File: src/rtl/aibndaux_crdet_seq_if.sv
// Status/control bundle for the aux crete-detect / POR sequencer.
interface aibndaux_crdet_seq_if #(
    parameter int unsigned NUM_CH = 4,
    parameter int unsigned DBNC_W = 8
);
    logic [NUM_CH-1:0] i_crdet_raw;
    logic [NUM_CH-1:0] i_crdet_ovrd;
    logic [DBNC_W-1:0] i_dbnc_cyc;
    logic              i_mode_any;
    logic              i_dn_por;
    logic [NUM_CH-1:0] o_crdet;
    logic              o_crdet_agg;
    logic              o_dn_por;
    logic              o_lost;
    logic [1:0]        o_state;

    modport master (
        output i_crdet_raw, i_crdet_ovrd, i_dbnc_cyc, i_mode_any, i_dn_por,
        input  o_crdet, o_crdet_agg, o_dn_por, o_lost, o_state
    );

    modport slave (
        input  i_crdet_raw, i_crdet_ovrd, i_dbnc_cyc, i_mode_any, i_dn_por,
        output o_crdet, o_crdet_agg, o_dn_por, o_lost, o_state
    );
endinterface

File: src/rtl/aibndaux_crdet_seq.sv
// Aux-domain crete-detect qualifier: sync, debounce, override, aggregate,
// then far-side POR release sequencing with a hold-off counter.
module aibndaux_crdet_seq #(
    parameter int unsigned NUM_CH   = 4,
    parameter int unsigned DBNC_W   = 8,
    parameter int unsigned POR_HOLD = 16,
    parameter int unsigned HOLD_W   = 8
) (
    input  logic                 i_osc_clk,
    input  logic                 i_rst_n,
    aibndaux_crdet_seq_if.slave  bus
);

    typedef enum logic [1:0] {
        ST_WAIT   = 2'd0,
        ST_HOLD   = 2'd1,
        ST_ACTIVE = 2'd2,
        ST_LOST   = 2'd3
    } state_t;

    logic [NUM_CH-1:0] sync_q1;
    logic [NUM_CH-1:0] sync_q2;
    logic [NUM_CH-1:0] dbnc_q;
    logic [DBNC_W-1:0] cnt_q [NUM_CH];
    logic [NUM_CH-1:0] crdet_c;
    logic              agg_c;

    state_t            state_q;
    state_t            state_d;
    logic [HOLD_W-1:0] hold_q;
    logic [HOLD_W-1:0] hold_d;
    logic              dn_por_q;
    logic              lost_q;

    // Two-flop synchroniser for the asynchronous raw detects
    always_ff @(posedge i_osc_clk or negedge i_rst_n) begin
        if (!i_rst_n) begin
            sync_q1 <= '0;
            sync_q2 <= '0;
        end else begin
            sync_q1 <= bus.i_crdet_raw;
            sync_q2 <= sync_q1;
        end
    end

    // Per-channel debounce: flip only after the threshold compare succeeds
    always_ff @(posedge i_osc_clk or negedge i_rst_n) begin
        if (!i_rst_n) begin
            dbnc_q <= '0;
            for (int i = 0; i < int'(NUM_CH); i++) begin
                cnt_q[i] <= '0;
            end
        end else begin
            for (int i = 0; i < int'(NUM_CH); i++) begin
                if (sync_q2[i] == dbnc_q[i]) begin
                    cnt_q[i] <= '0;
                end else if (cnt_q[i] >= bus.i_dbnc_cyc) begin
                    dbnc_q[i] <= sync_q2[i];
                    cnt_q[i]  <= '0;
                end else if (cnt_q[i] != '1) begin
                    cnt_q[i] <= cnt_q[i] + DBNC_W'(1);
                end
            end
        end
    end

    assign crdet_c = dbnc_q | bus.i_crdet_ovrd;
    assign agg_c   = bus.i_mode_any ? (|crdet_c) : (&crdet_c);

    always_ff @(posedge i_osc_clk or negedge i_rst_n) begin
        if (!i_rst_n) begin
            state_q  <= ST_WAIT;
            hold_q   <= '0;
            dn_por_q <= 1'b1;
            lost_q   <= 1'b0;
        end else begin
            state_q  <= state_d;
            hold_q   <= hold_d;
            dn_por_q <= (state_d != ST_ACTIVE);
            lost_q   <= (state_d == ST_LOST);
        end
    end

    // Upstream POR always wins over loss of detect
    always_comb begin
        state_d = state_q;
        hold_d  = hold_q;
        case (state_q)
            ST_WAIT: begin
                if (agg_c && !bus.i_dn_por) begin
                    state_d = ST_HOLD;
                    hold_d  = HOLD_W'(POR_HOLD - 1);
                end
            end
            ST_HOLD: begin
                if (!agg_c || bus.i_dn_por) begin
                    state_d = ST_WAIT;
                end else if (hold_q == '0) begin
                    state_d = ST_ACTIVE;
                end else begin
                    hold_d = hold_q - HOLD_W'(1);
                end
            end
            ST_ACTIVE: begin
                if (bus.i_dn_por) begin
                    state_d = ST_WAIT;
                end else if (!agg_c) begin
                    state_d = ST_LOST;
                end
            end
            ST_LOST: begin
                state_d = ST_WAIT;
            end
            default: begin
                state_d = ST_WAIT;
            end
        endcase
    end

    assign bus.o_crdet     = crdet_c;
    assign bus.o_crdet_agg = agg_c;
    assign bus.o_dn_por    = dn_por_q;
    assign bus.o_lost      = lost_q;
    assign bus.o_state     = state_q;

endmodule

File: src/flat_wrapper.sv
// flat-port wrapper written by rule: the top's interface ports become plain ports
module aibndaux_crdet_seq_flat 
#(
    parameter int unsigned NUM_CH   = 4,
    parameter int unsigned DBNC_W   = 8,
    parameter int unsigned POR_HOLD = 16,
    parameter int unsigned HOLD_W   = 8
)
  (i_osc_clk, i_rst_n, bus_i_crdet_raw, bus_i_crdet_ovrd, bus_i_dbnc_cyc, bus_i_mode_any, bus_i_dn_por, bus_o_crdet, bus_o_crdet_agg, bus_o_dn_por, bus_o_lost, bus_o_state);
  aibndaux_crdet_seq_if #(.NUM_CH(NUM_CH), .DBNC_W(DBNC_W)) bus_i ();
  input  logic i_osc_clk;
  input  logic i_rst_n;
  input wire logic [$bits(bus_i.i_crdet_raw)-1:0] bus_i_crdet_raw;
  input wire logic [$bits(bus_i.i_crdet_ovrd)-1:0] bus_i_crdet_ovrd;
  input wire logic [$bits(bus_i.i_dbnc_cyc)-1:0] bus_i_dbnc_cyc;
  input wire logic [$bits(bus_i.i_mode_any)-1:0] bus_i_mode_any;
  input wire logic [$bits(bus_i.i_dn_por)-1:0] bus_i_dn_por;
  output wire logic [$bits(bus_i.o_crdet)-1:0] bus_o_crdet;
  output wire logic [$bits(bus_i.o_crdet_agg)-1:0] bus_o_crdet_agg;
  output wire logic [$bits(bus_i.o_dn_por)-1:0] bus_o_dn_por;
  output wire logic [$bits(bus_i.o_lost)-1:0] bus_o_lost;
  output wire logic [$bits(bus_i.o_state)-1:0] bus_o_state;
  assign bus_i.i_crdet_raw = bus_i_crdet_raw;
  assign bus_i.i_crdet_ovrd = bus_i_crdet_ovrd;
  assign bus_i.i_dbnc_cyc = bus_i_dbnc_cyc;
  assign bus_i.i_mode_any = bus_i_mode_any;
  assign bus_i.i_dn_por = bus_i_dn_por;
  assign bus_o_crdet = bus_i.o_crdet;
  assign bus_o_crdet_agg = bus_i.o_crdet_agg;
  assign bus_o_dn_por = bus_i.o_dn_por;
  assign bus_o_lost = bus_i.o_lost;
  assign bus_o_state = bus_i.o_state;
  aibndaux_crdet_seq #(.NUM_CH(NUM_CH), .DBNC_W(DBNC_W), .POR_HOLD(POR_HOLD), .HOLD_W(HOLD_W)) u_core (.i_osc_clk(i_osc_clk), .i_rst_n(i_rst_n), .bus(bus_i));
endmodule
File: config.mk
export PLATFORM = sky130hd
export DESIGN_NAME = aibndaux_crdet_seq_flat
export DESIGN_NICKNAME = d
export VERILOG_FILES = /design/src/rtl/aibndaux_crdet_seq_if.sv /design/src/rtl/aibndaux_crdet_seq.sv /design/src/flat_wrapper.sv
export SDC_FILE = /design/constraint.sdc
export NUM_CORES = 1
export LEC_CHECK = 0
export CORE_MARGIN = 1.5
export CORE_UTILIZATION = 40
export DETAILED_ROUTE_END_ITERATION = 10
export PLACE_DENSITY_LB_ADDON = 0.05
export SYNTH_ARGS = -nofsm -noshare
export SYNTH_HDL_FRONTEND = slang
export SYNTH_SLANG_ARGS = --single-unit
File: constraint.sdc
create_clock -name i_osc_clk -period 1.89 [get_ports i_osc_clk]
set_input_delay 0.2835 -clock i_osc_clk [delete_from_list [all_inputs] [get_ports i_osc_clk]]
set_output_delay 0.2835 -clock i_osc_clk [all_outputs]
set_load 0.02 [all_outputs]
==> results of run 1 <==
==> placed cells by master (no fill, tap or decap), types with 7 or more instances in the layout <==
cell type,instances
a21oi_1,23
buf_4,32
xnor2_1,9
nand3_1,23
ha_1,36
dfrtp_1,55
nand2_1,22
a31oi_1,7
inv_1,17
clkdlybuf4s50_1,21
o21ai_0,11
a211oi_2,8
nor2_1,39
==> power by group <==
group          total [mW]  switching [mW]  internal [mW]
logic                1.26           0.614          0.646
registers            1.50           0.142           1.36
clock network       0.655           0.389          0.266
==> how the worst min path moves through the flow <==
stage,start,depth (start not counted),slack (ns),to
final,u_core.sync_q1[1],0,0.36,u_core.sync_q2[1]
after global routing,u_core.sync_q1[0],0,0.37,u_core.sync_q2[0]
after CTS,u_core.sync_q1[3],0,0.36,u_core.sync_q2[3]
after detailed placement,i_rst_n,1,0.22,u_core.cnt_q[10]
after global placement,i_rst_n,1,0.23,u_core.cnt_q[10]
after floorplan,i_rst_n,0,-0.01,u_core.bus.o_lost
==> routing by layer <==
metal	vias to the layer above	wire length (um)	global-route usage [%]
li1	1386	-	-
met3	5	129	3.24
met5	-	0	0
met2	15	3160	28.1
met1	1233	3710	25.3
met4	0	67	3.73
==> repair_timing <==
action | CTS | global route
hold buffers | 1 | 0
resized for setup | 24 | 28
buffers inserted | 1 | 0
pin swaps | 11 | 14
setup endpoints to repair | 36 | 34
endpoints found under the hold margin | 11 | 0
==> final cells by class <==
type	instances	area, um^2	share of cell area (%)
Multi-Input combinational cell	264	1940	46.2
Tap cell	102	128	3.04
Timing Repair Buffer	64	571	13.6
Clock buffer	7	76.3	1.82
Clock inverter	1	8.76	0.208
Inverter	20	75.1	1.79
Sequential cell	56	1400	33.4
==> flip-flops by register name, summed over array words and instances, names as in the netlist <==
signal / count
u_core.sync_q1: 4
u_core.bus.o_state: 2
u_core.bus.o_dn_por: 1
u_core.dbnc_q: 4
u_core.bus.o_lost: 1
u_core.cnt_q: 32
u_core.sync_q2: 4
u_core.hold_q: 8
==> stage by stage <==
| step | cell area [um^2] | hold slack (ns) |
|---|---|---|
| after global routing | 4200 | 0.365 |
| after CTS | 4090 | 0.359 |
| after global placement | 3940 | 0.225 |
| after floorplan | 3290 | -0.0121 |
| after detailed placement | 3940 | 0.219 |
| final | 4200 | 0.357 |
==> cells by family (layout without fill, tap and decap cells) <==
kind of cell,count (synthesis),count (layout),synth area share (%)
and+or+nand+nor,126,126,18.7
AOI/OAI and AO/OA,79,79,15.0
DFF,56,56,42.6
adders and majority gates,38,38,14.4
buffers and inverters,26,92,3.19
xor gates and xnor gates,13,13,3.46
muxes,8,8,2.58
==> results.md, run 1 <==
Run status:
- The run finished with clean final reports.

Logic synthesis:
- The synthesized netlist occupies a cell area of about 3300 um^2.
- The most used standard cell by instance count after synthesis is dfrtp_1.
- The post-synthesis sequential area ratio is a little over two fifths.
- The number of distinct standard cells referenced by the synthesized netlist is between 40 and 50.
- The primary flip-flop cell chosen by synthesis mapping is dfrtp_1.
- The post-synthesis cell count is approximately 350.
- The largest total area in the synthesized netlist belongs to dfrtp_1.
- In this run, synthesis inferred 0 flip-flops with an integrated enable.
- The area share of the leading cell type in the synthesized netlist is 41.8%.
- The synthesized area divided by synthesized cell count is about 9.5 um^2.
- The number of synthesized register bits is 56.
- The number of synthesis warnings is 0.
- Sorting the synthesized cells by how often they occur yields 55 x dfrtp_1, 40 x nor2_1, 38 x ha_1.
- The share of flip-flops with an asynchronous set or reset is between 90% and 100%.
- Sorting the synthesized cells by area gives the leading types as dfrtp_1 42%, ha_1 14%, nor2_1 4.6%.
- The number of nets produced by synthesis is 404.

Run:
- The max-cap violation count is 0.

STA:
- The clock period minus final worst setup slack is ~1.9 ns.
- The worst pin sits at a relative slew slack of 74.2%.
- The ratio of final minimum period to clock period is between 90 and 100%.
- The fmax is between 500 and 600 MHz.
- The total count of hold-check failures in the final report is 0.
- Setup violations remaining at the end of the flow were counted as 0.
- For the pin with the worst max-slew slack, the measured transition is between 0.3 and 0.4 ns.
- The least setup slack across all paths after layout is 0.0185 ns.
- The total negative setup slack is 0 ns.
- Between clock sinks in the finished design, the worst skew comes to about 0.0049 ns.
- The max-slew violation count is 0.
- Setup repair after global routing could not meet its margin everywhere.

Clocking:
- TritonCTS built the clock tree.
- The tree is rooted in a clkbuf_8.
- The largest buffer count on any clock path is 2.
- The total clock sinks is 56.
- The number of H-tree levels is 2.
- After clock tree synthesis, the clock-pin slew on the worst setup and hold paths is ~0.10 ns.
- The clock latency on the worst-skew pair is 0.31 ns.
- In this run, CTS created clock tree buffers numbering 5.

Setup path:
- STA classifies the critical path startpoint as an input pin.
- The register-to-register path setup slack is roughly 0.040 ns.
- Walking the worst path, the cells encountered are clkdlybuf4s50_1 -> nor2_1 -> or4_4 -> a211o_4 -> buf_6 -> a22o_1.
- The worst path arrival time is between 2 and 2.5 ns.
- The critical path starts at bus_i_crdet_ovrd[3].
- The worst register-to-register path begins at u_core.cnt_q[8].
- The stage delay of the slowest cell on the critical path is around 0.55 ns.
- Among all stages on the critical path, the largest delay is contributed by or4_4.
- The type of element capturing the critical path is a flip-flop.
- Counting buffers and inverters, the worst setup path is 6 cells deep.
- The critical path class is in -> reg.
- The end of the worst register-to-register path is u_core.dbnc_q[2].
- The buffering stage count on the worst path with inverters included is 2.
- Of all nets on the critical path, the largest fanout is 4.
- The worst reg-to-reg path cell count is 7.
- For the worst setup path, the data required time is 2.09 ns.
- In this run the worst setup path terminates at u_core.hold_q[5].
- Among cell families on the critical path, the largest total delay comes from simple AND/OR/NAND/NOR gates.

Routing:
- The number of DRC markers in iteration 0 is between 80 and 90.
- The first-pass iteration count of the detailed router is 4.
- Dividing the detail-routed via count by the number of cells gives 5.13.
- Summing over every cut layer, the via total after detailed routing is around 2600.
- The remaining routing DRC violations is 0.
- The total detailed-routing wirelength is about 7100 um.
- The remaining antenna violation count is 0.
- The average detailed-routed wire length per instance is about 14 um.

Cells and area:
- Cells with a size suffix above 1 make up between 10% and 20% of the layout.
- The number of antenna diodes in the final layout is 0.
- The number of filler cells placed in the layout is 758.
- From synthesis to final layout, the design area changed by 27.5%.
- The utilization after layout is 53.5%.
- At the end of the flow, the number of nets in the layout was approximately 470.
- The non-filler instance count after layout is about 510.

Hold path:
- The worst hold path belongs to the class reg -> reg.

GRT:
- The first global-routing pass estimated about 12000 um of wire.
- The maximum number of pins on one net before global-route repair is 26.
- The overall track demand over capacity in global routing is between 10% and 20%.
- The total overflow left after global routing is 0.
- The number of global-route vias before repair is roughly 2600.
- The number of antenna violations at the first check in global routing came to 0.

Floorplanning:
- The die extent in y is about 94 um.
- For this design the top-level I/O count stands at 29.
- The core outline area is ~7800 um^2.
- The initial core utilization is around two fifths.
- The die covers 8790 um^2.
- The floorplan step set the die width to roughly 94 um.
- The number of cell rows is 32.

Placed design:
- The number of instances in the placed design is just over 500.
- The count of input and output buffers is 28.
- Summed over all nets, the half-perimeter wirelength after detailed placement is about 5400 um.
- The congestion estimate from routability-driven global placement came to roughly 0.75.
- The post-place setup slack is -0.461 ns.

Pwr:
- Dividing total power by cell area gives a power density of 813 nW/um^2.
- The static leakage is ~1.9 nW.
- Across the VDD grid, the largest voltage drop is roughly 0.37 mV.
- Summing internal, switching and leakage power gives 3.42 mW.
Power figures use the tool's default switching activity.
==> run 2, diff against run 1 <==
CORE_MARGIN = unset   (was 1.5)
==> results.md, run 2 (synthesized netlist as in run 1, its figures left out) <==
Run status:
- The run finished with clean final reports.

Cells and area:
- The antenna cell count is 0 (unchanged).
- The number of filler cells placed in the layout is 747 (-1.5%).
- In the final layout, the registers with the most flip-flops are u_core.cnt_q (32), u_core.hold_q (8).
- The library cells used most frequently in the layout, excluding fill and tap cells, are 54 x dfrtp_1, 35 x nor2_1, 34 x ha_1, 28 x buf_4.
- The fraction of layout instances using a drive strength above 1 was 21.6% (+1.9 points).
- The number of nets in the finished design is 465 (-0.85%).
- The register with the most flip-flops is u_core.cnt_q.
- The leading cell type in the layout, fill and taps excluded is dfrtp_1.
- The number of flip-flops under the largest register name is 32 (unchanged).
- The area growth from synthesis to layout is 30.0%.

Routing:
- The remaining routing DRC violations is 0 (unchanged).
- The average detailed-routed wire length per instance was 14.3 um (+3.8%).
- The remaining antenna violation count is 0 (unchanged).
- The number of DRC markers in iteration 0 was 75 (-7.4%).
- The total via count after detailed routing is 2676 (+1.4%).
- The total detailed-routing wirelength is 7280 um (+3.0%).
- The first-pass iteration count of the detailed router came to 4 (unchanged).
- The ratio of routed vias to standard cells is 5.25 (+2.2%).

Setup path:
- STA classifies the critical path endpoint as a flip-flop.
- The worst setup path is launched from a flip-flop.
- The critical path class is reg -> reg.
- Broken down by cell family, the worst path's largest delay share belongs to compound AO/OA/AOI/OAI gates.
- The critical path launch point is u_core.cnt_q[8].
- The startpoint identified for the worst register-to-register timing path is u_core.cnt_q[8].
- The worst path arrival time came to 2.10 ns (+0.03 ns).
- The stage delay of the slowest cell on the critical path is 0.40 ns (-0.15 ns).
- The slowest stage of the critical path belongs to the cell dfrtp_1.
- The signal on the critical path passes through inv_2 -> ha_4 -> nand2b_4 -> a2111o_1 -> a31oi_2 -> o211ai_1 -> buf_4 -> nor3_2.
- The required time at the endpoint of the critical path is 2.12 ns (+0.03 ns).
- The buffering stage count on the worst path with inverters included is 2 (unchanged).
- The maximum fanout encountered on the critical timing path was 8 (+4).

STA:
- The total count of hold-check failures in the final report is 0 (unchanged).
- The ratio of final minimum period to clock period is 99.1% (about the same).
- Setup repair after global routing could not meet its margin everywhere.
- The final worst hold slack is 0.356 ns (-0.00114 ns).
- The measured slew at the worst slew-check pin was 0.428 ns (+0.0428 ns).
- The max-slew violation count came to 0 (unchanged).
- The setup skew after layout is 0.00492 ns (-0.0000229 ns).
- The final-report setup violation count is 0 (unchanged).
- The remaining max-slew budget at the tightest pin was 71.4% (-2.8 points).
- The fmax is 534 MHz (about the same).
- The least setup slack across all paths after layout was 0.0177 ns (-0.000718 ns).
- The clock period minus final worst setup slack was 1.87 ns (+0.000718 ns).

GRT:
- The maximum number of pins on one net before global-route repair is 29 (+12%).
- The overall track demand over capacity in global routing is 17.6% (-0.14 points).
- The total congestion overflow after global routing is 0 (unchanged).
- The number of global-route vias before repair is 2536 (-2.3%).
- The global-route wire length before repair is 12000 um (-2.4%).
- The number of antenna violations at the first check in global routing is 0 (unchanged).

Clocking:
- The clock-pin slew on the worst setup and hold paths is 0.10 ns (about the same).
- The clock root buffer master is clkbuf_8.
- TritonCTS built the clock tree.
- The number of H-tree levels came to 2 (unchanged).
- The largest buffer count on any clock path came to 2 (unchanged).
- The clock latency on the worst-skew pair is 0.30 ns (about the same).
- The TritonCTS buffer count came to 5 (unchanged).
- The total clock sinks is 56 (unchanged).

Pwr:
- The static leakage is 1.96 nW (+0.76%).
- The maximum VDD drop is 0.549 mV (+50%).
- The overall power of the completed layout came to 3.52 mW (+2.9%).
- The cell area power density is 821 nW/um^2 (+0.99%).

Floorplanning:
- The die span in x is 92.8 um (-1.1%).
- The top-level port count is 29 (unchanged).
- The core outline area is 7850 um^2 (unchanged).
- The initial core utilization came to 42.0% (unchanged).
- The die extent in y is 92.8 um (-1.1%).
- The area of the die is 8600 um^2 (-2.1%).
- The number of cell rows came to 32 (unchanged).

Hold path:
- The path class of the lowest-slack min-delay path is reg -> reg.
- The beginning of the worst hold path is u_core.sync_q1[1].

Placed design:
- The final weighted congestion in routability-driven placement came to 0.740 (-1.5%).
- The count of input and output buffers is 28 (unchanged).
- The detailed-placement wirelength estimate is 5300 um (-2.1%).
- The post-place setup slack was -0.519 ns (-0.0580 ns).

Run:
- The max-cap violation count is 0 (unchanged).
-- run 2: cell types whose count changed in the layout (fill, tap and decap cells not counted), moves of 3 or more --
cell,delta
a21oi_1,-4
a21oi_2,+4
buf_4,-4
nor2_1,-4
nor2_2,+3
-- run 2: worst paths after layout --
kind                            cells past startpoint  slack, ns                  end
worst max register to register                      8       0.02     u_core.cnt_q[15]
worst max-delay path                                8       0.02     u_core.cnt_q[15]
max in group asynchronous                           3       0.84  u_core.bus.o_dn_por
worst min-delay path                                0       0.36    u_core.sync_q2[1]
min in group asynchronous                           2       0.44     u_core.cnt_q[10]
worst min register to register                      0       0.36    u_core.sync_q2[1]
-- run 2: layout make-up --
| class | instances | area (um^2) | share of cell area [%] |
|---|---|---|---|
| inverter | 20 | 75.1 | 1.75 |
| tap | 102 | 128 | 2.98 |
| clock buffer | 8 | 90.1 | 2.10 |
| multi-input combinational | 264 | 2020 | 47.2 |
| timing repair buffer | 60 | 564 | 13.2 |
| sequential | 56 | 1400 | 32.8 |
-- run 2: where the power goes --
group | internal [mW] | switching (mW) | total (mW)
Sequential | 1.36 | 0.161 | 1.52
Combinational | 0.684 | 0.639 | 1.32
Clock | 0.300 | 0.371 | 0.672
-- run 2: layer usage --
metal | vias up | track usage [%] | wire length, um
met2 | 14 | 28.4 | 3460
met5 | - | 0 | 0
met3 | 5 | 2.79 | 131
met1 | 1283 | 25.1 | 3640
met4 | 0 | 3.46 | 51
li1 | 1374 | - | -
-- run 2: per-stage QoR --
step | TNS, ns | cells | area, um^2 | utilization (%)
2_1_floorplan | 0 | 346 | 3290 | -
3_3_place_gp | -16.64 | 500 | 3930 | 50.1
3_5_place_dp | -17.09 | 500 | 3930 | 50.1
4_1_cts | 0 | 510 | 4070 | 51.8
5_1_grt | -0.391 | 510 | 4280 | 54.6
6_report | 0 | 510 | 4280 | 54.6
-- run 2: what timing repair did --
| item | 4_1_cts | 5_1_grt |
|---|---|---|
| hold buffers | 1 | 0 |
| gates resized for setup | 19 | 50 |
| pin swaps | 10 | 13 |
| hold endpoints to repair | 15 | 0 |
| setup buffers | 1 | 0 |
| endpoints found under the setup margin | 40 | 42 |
==> run 3, diff against run 2 <==
==> constraint.sdc (replaced) <==
create_clock -name i_osc_clk -period 1.89 [get_ports i_osc_clk]
set_input_delay 0.2835 -clock i_osc_clk [delete_from_list [all_inputs] [get_ports i_osc_clk]]
set_output_delay 0.2835 -clock i_osc_clk [all_outputs]
set_load 0.1 [all_outputs]
==> results.md, run 3 (synthesized netlist as in run 1, its figures left out) <==
Setup path:
- The critical path class is in -> out.
- Walking the worst path, the cells encountered are clkdlybuf4s50_1 -> nor2_2 -> or4_4 -> buf_6 -> nand2_4 -> buf_12.
- The worst setup path is captured at an output pin.
- The maximum fanout encountered on the critical timing path is 2 (-6).
- The required time at the endpoint of the critical path is 1.61 ns (-0.51 ns).
- The worst reg-to-reg path cell count is 12 (+4).
- The stage delay of the slowest cell on the critical path was 0.52 ns (+0.12 ns).
- The register-to-register path setup slack is 0.02 ns (about the same).
- The critical path's slowest cell is or4_4.
- The worst register-to-register path begins at u_core.cnt_q[8].
- The worst path arrival time is 1.69 ns (-0.41 ns).
- The sort of element at the start of the critical path is an input pin.
- The end of the worst register-to-register path is u_core.cnt_q[8].

STA:
- The total negative setup slack is -0.0845 ns (-0.0845 ns).
- The least setup slack across all paths after layout is -0.0845 ns (-0.102 ns).
- The ratio of final minimum period to clock period is 104% (+5.4 points).
- Setup repair after global routing could not meet its margin everywhere.
- The max-slew violation count was 0 (unchanged).
- The measured slew at the worst slew-check pin is 0.375 ns (-0.0532 ns).
- The setup skew after layout is 0.0115 ns (+0.00662 ns).
- The clock period minus final worst setup slack is 1.97 ns (+0.102 ns).
- The fmax is 506 MHz (-5.2%).
- The final-report setup violation count is 1 (+1).
- The remaining max-slew budget at the tightest pin is 75.0% (+3.5 points).
- The total count of hold-check failures in the final report came to 0 (unchanged).

Placed design:
- The number of instances in the placed design is 502 (+0.40%).
- The detailed-placement wirelength estimate is 5380 um (+1.6%).
- The instance area after placement is 4030 um^2 (+2.5%).
- The count of input and output buffers is 28 (unchanged).
- The final weighted congestion in routability-driven placement is 0.735 (-0.69%).

Routing:
- The met1 wire length is 3730 um (+2.5%).
- The routed wire length on met2 came to 3430 um (-0.92%).
- The total length of routed met3 wires is 164 um (+25%).
- The number of DRC markers in iteration 0 is 61 (-19%).
- The average detailed-routed wire length per instance came to 14.2 um (-0.38%).
- The ratio of routed vias to standard cells is 5.22 (-0.44%).
- The remaining antenna violation count is 0 (unchanged).
- The first-pass iteration count of the detailed router is 4 (unchanged).
- The total via count after detailed routing is 2727 (+1.9%).
- The topmost layer with routed signal wires is met4.
- The remaining routing DRC violations was 0 (unchanged).
- The total detailed-routing wirelength is 7420 um (+2.0%).

Cells and area:
- The area growth from synthesis to layout is 33.6%.
- The fraction of layout instances using a drive strength above 1 came to 24.8% (+3.2 points).
- The library cell used most frequently in the layout, excluding fill and tap cells, is dfrtp_1.
- u_core.cnt_q holds more flip-flops than any other register.
- The number of flip-flops under the largest register name is 32 (unchanged).
- The largest registers in the layout are u_core.cnt_q (32), u_core.hold_q (8).
- The utilization after layout is 56.1% (+1.5 points).
- The number of nets in the finished design is 477 (+2.6%).
- In the layout the commonest cells are 54 x dfrtp_1, 40 x buf_4, 36 x nor2_1, 35 x ha_1, 24 x nand3_1.
- The non-filler instance count after layout came to 522 (+2.4%).
- The antenna cell count is 0 (unchanged).
- The post-route cell area is 4400 um^2 (+2.8%).

Clocking:
- The clock-pin slew on the worst setup and hold paths is 0.09 ns (about the same).
- The TritonCTS buffer count is 5 (unchanged).
- The clock tree from TritonCTS is built.
- In this run the clock root is driven by a clkbuf_8.
- The clock latency on the worst-skew pair is 0.32 ns (+0.02 ns).
- The largest buffer count on any clock path is 2 (unchanged).
- The number of H-tree levels is 2 (unchanged).
- The total clock sinks came to 56 (unchanged).

Floorplanning:
- The core outline area is 7850 um^2 (unchanged).
- The die span in x was 92.8 um (unchanged).
- The area of the die is 8600 um^2 (unchanged).
- The die extent in y was 92.8 um (unchanged).
- The number of cell rows is 32 (unchanged).
- The initial core utilization is 42.0% (unchanged).
- The top-level port count was 29 (unchanged).

GRT:
- The overall track demand over capacity in global routing was 18.2% (+0.58 points).
- The number of global-route vias before repair is 2580 (+1.7%).
- The maximum number of pins on one net before global-route repair is 43 (+48%).
- The total congestion overflow after global routing is 0 (unchanged).
- The number of antenna violations at the first check in global routing came to 0 (unchanged).
- The global-route wire length before repair came to 12300 um (+2.1%).

Run status:
- The final reports fail on negative setup slack.
- The run finished, with violations left.

Hold path:
- The min-delay analysis places its worst path in the category reg -> reg.
- The end point of the most critical hold path is u_core.sync_q2[0].
- The cell depth of the worst hold path is 0 (unchanged).
- The startpoint identified for the worst hold timing path is u_core.sync_q1[0].

Pwr:
- The static leakage is 2.03 nW (+3.6%).
- The cell area power density was 883 nW/um^2 (+7.6%).
- The maximum VDD drop is 0.454 mV (-17%).
- The overall power of the completed layout is 3.89 mW (+11%).

Run:
- The max-cap violation count was 0 (unchanged).
-- run 3: worst max path at each step --
stage	startpoint	end	slack, ns
after floorplan	u_core.cnt_q[8]	u_core.cnt_q[12]	0.02
after global placement	bus_i_dbnc_cyc[0]	u_core.cnt_q[15]	-0.42
after detailed placement	bus_i_dbnc_cyc[0]	u_core.cnt_q[23]	-0.45
after CTS	u_core.dbnc_q[3]	bus_o_crdet_agg	-0.1
after global routing	u_core.dbnc_q[3]	bus_o_crdet_agg	-0.12
final	bus_i_crdet_ovrd[3]	bus_o_crdet_agg	-0.08
-- run 3: per-layer routing --
| layer | up-vias | global-route usage (%) |
|---|---|---|
| met5 | - | 0 |
| met3 | 9 | 3.78 |
| met2 | 21 | 28.8 |
| li1 | 1398 | - |
| met1 | 1299 | 25.3 |
| met4 | 0 | 4.87 |
-- run 3: final cells by class --
class                           instances  area (um^2)
Tap cell                              102          128
Clock buffer                            7         86.3
Clock inverter                          1         7.51
Inverter                               20         75.1
Timing Repair Buffer                   72          724
Fill cell                             716         3440
Sequential cell                        56         1400
Multi-Input combinational cell        264         1980
-- run 3: power by group --
part           switching, mW  internal, mW  total, mW
registers              0.156          1.36       1.52
clock network          0.406         0.299      0.705
logic                  0.831         0.838       1.67
total                   1.39          2.50       3.89
-- run 3: through the flow --
| stage | hold slack [ns] | worst slack [ns] |
|---|---|---|
| after global placement | 0.222 | -0.422 |
| after CTS | 0.359 | -0.0996 |
| final | 0.356 | -0.0845 |
| after floorplan | -0.0121 | 0.0191 |
| after detailed placement | 0.223 | -0.448 |
| after global routing | 0.371 | -0.120 |
-- run 3: worst max-delay path: cells and delay by family --
kind	cells	cell delay [ns]
buf+inv	3	0.78
simple gates	3	0.63
-- run 3: what timing repair did --
item | CTS | global route
resized for setup | 17 | 31
endpoints found under the hold margin | 13 | 0
hold buffers | 1 | 0
setup buffers | 10 | 2
pin swaps | 8 | 13
endpoints found under the setup margin | 26 | 41
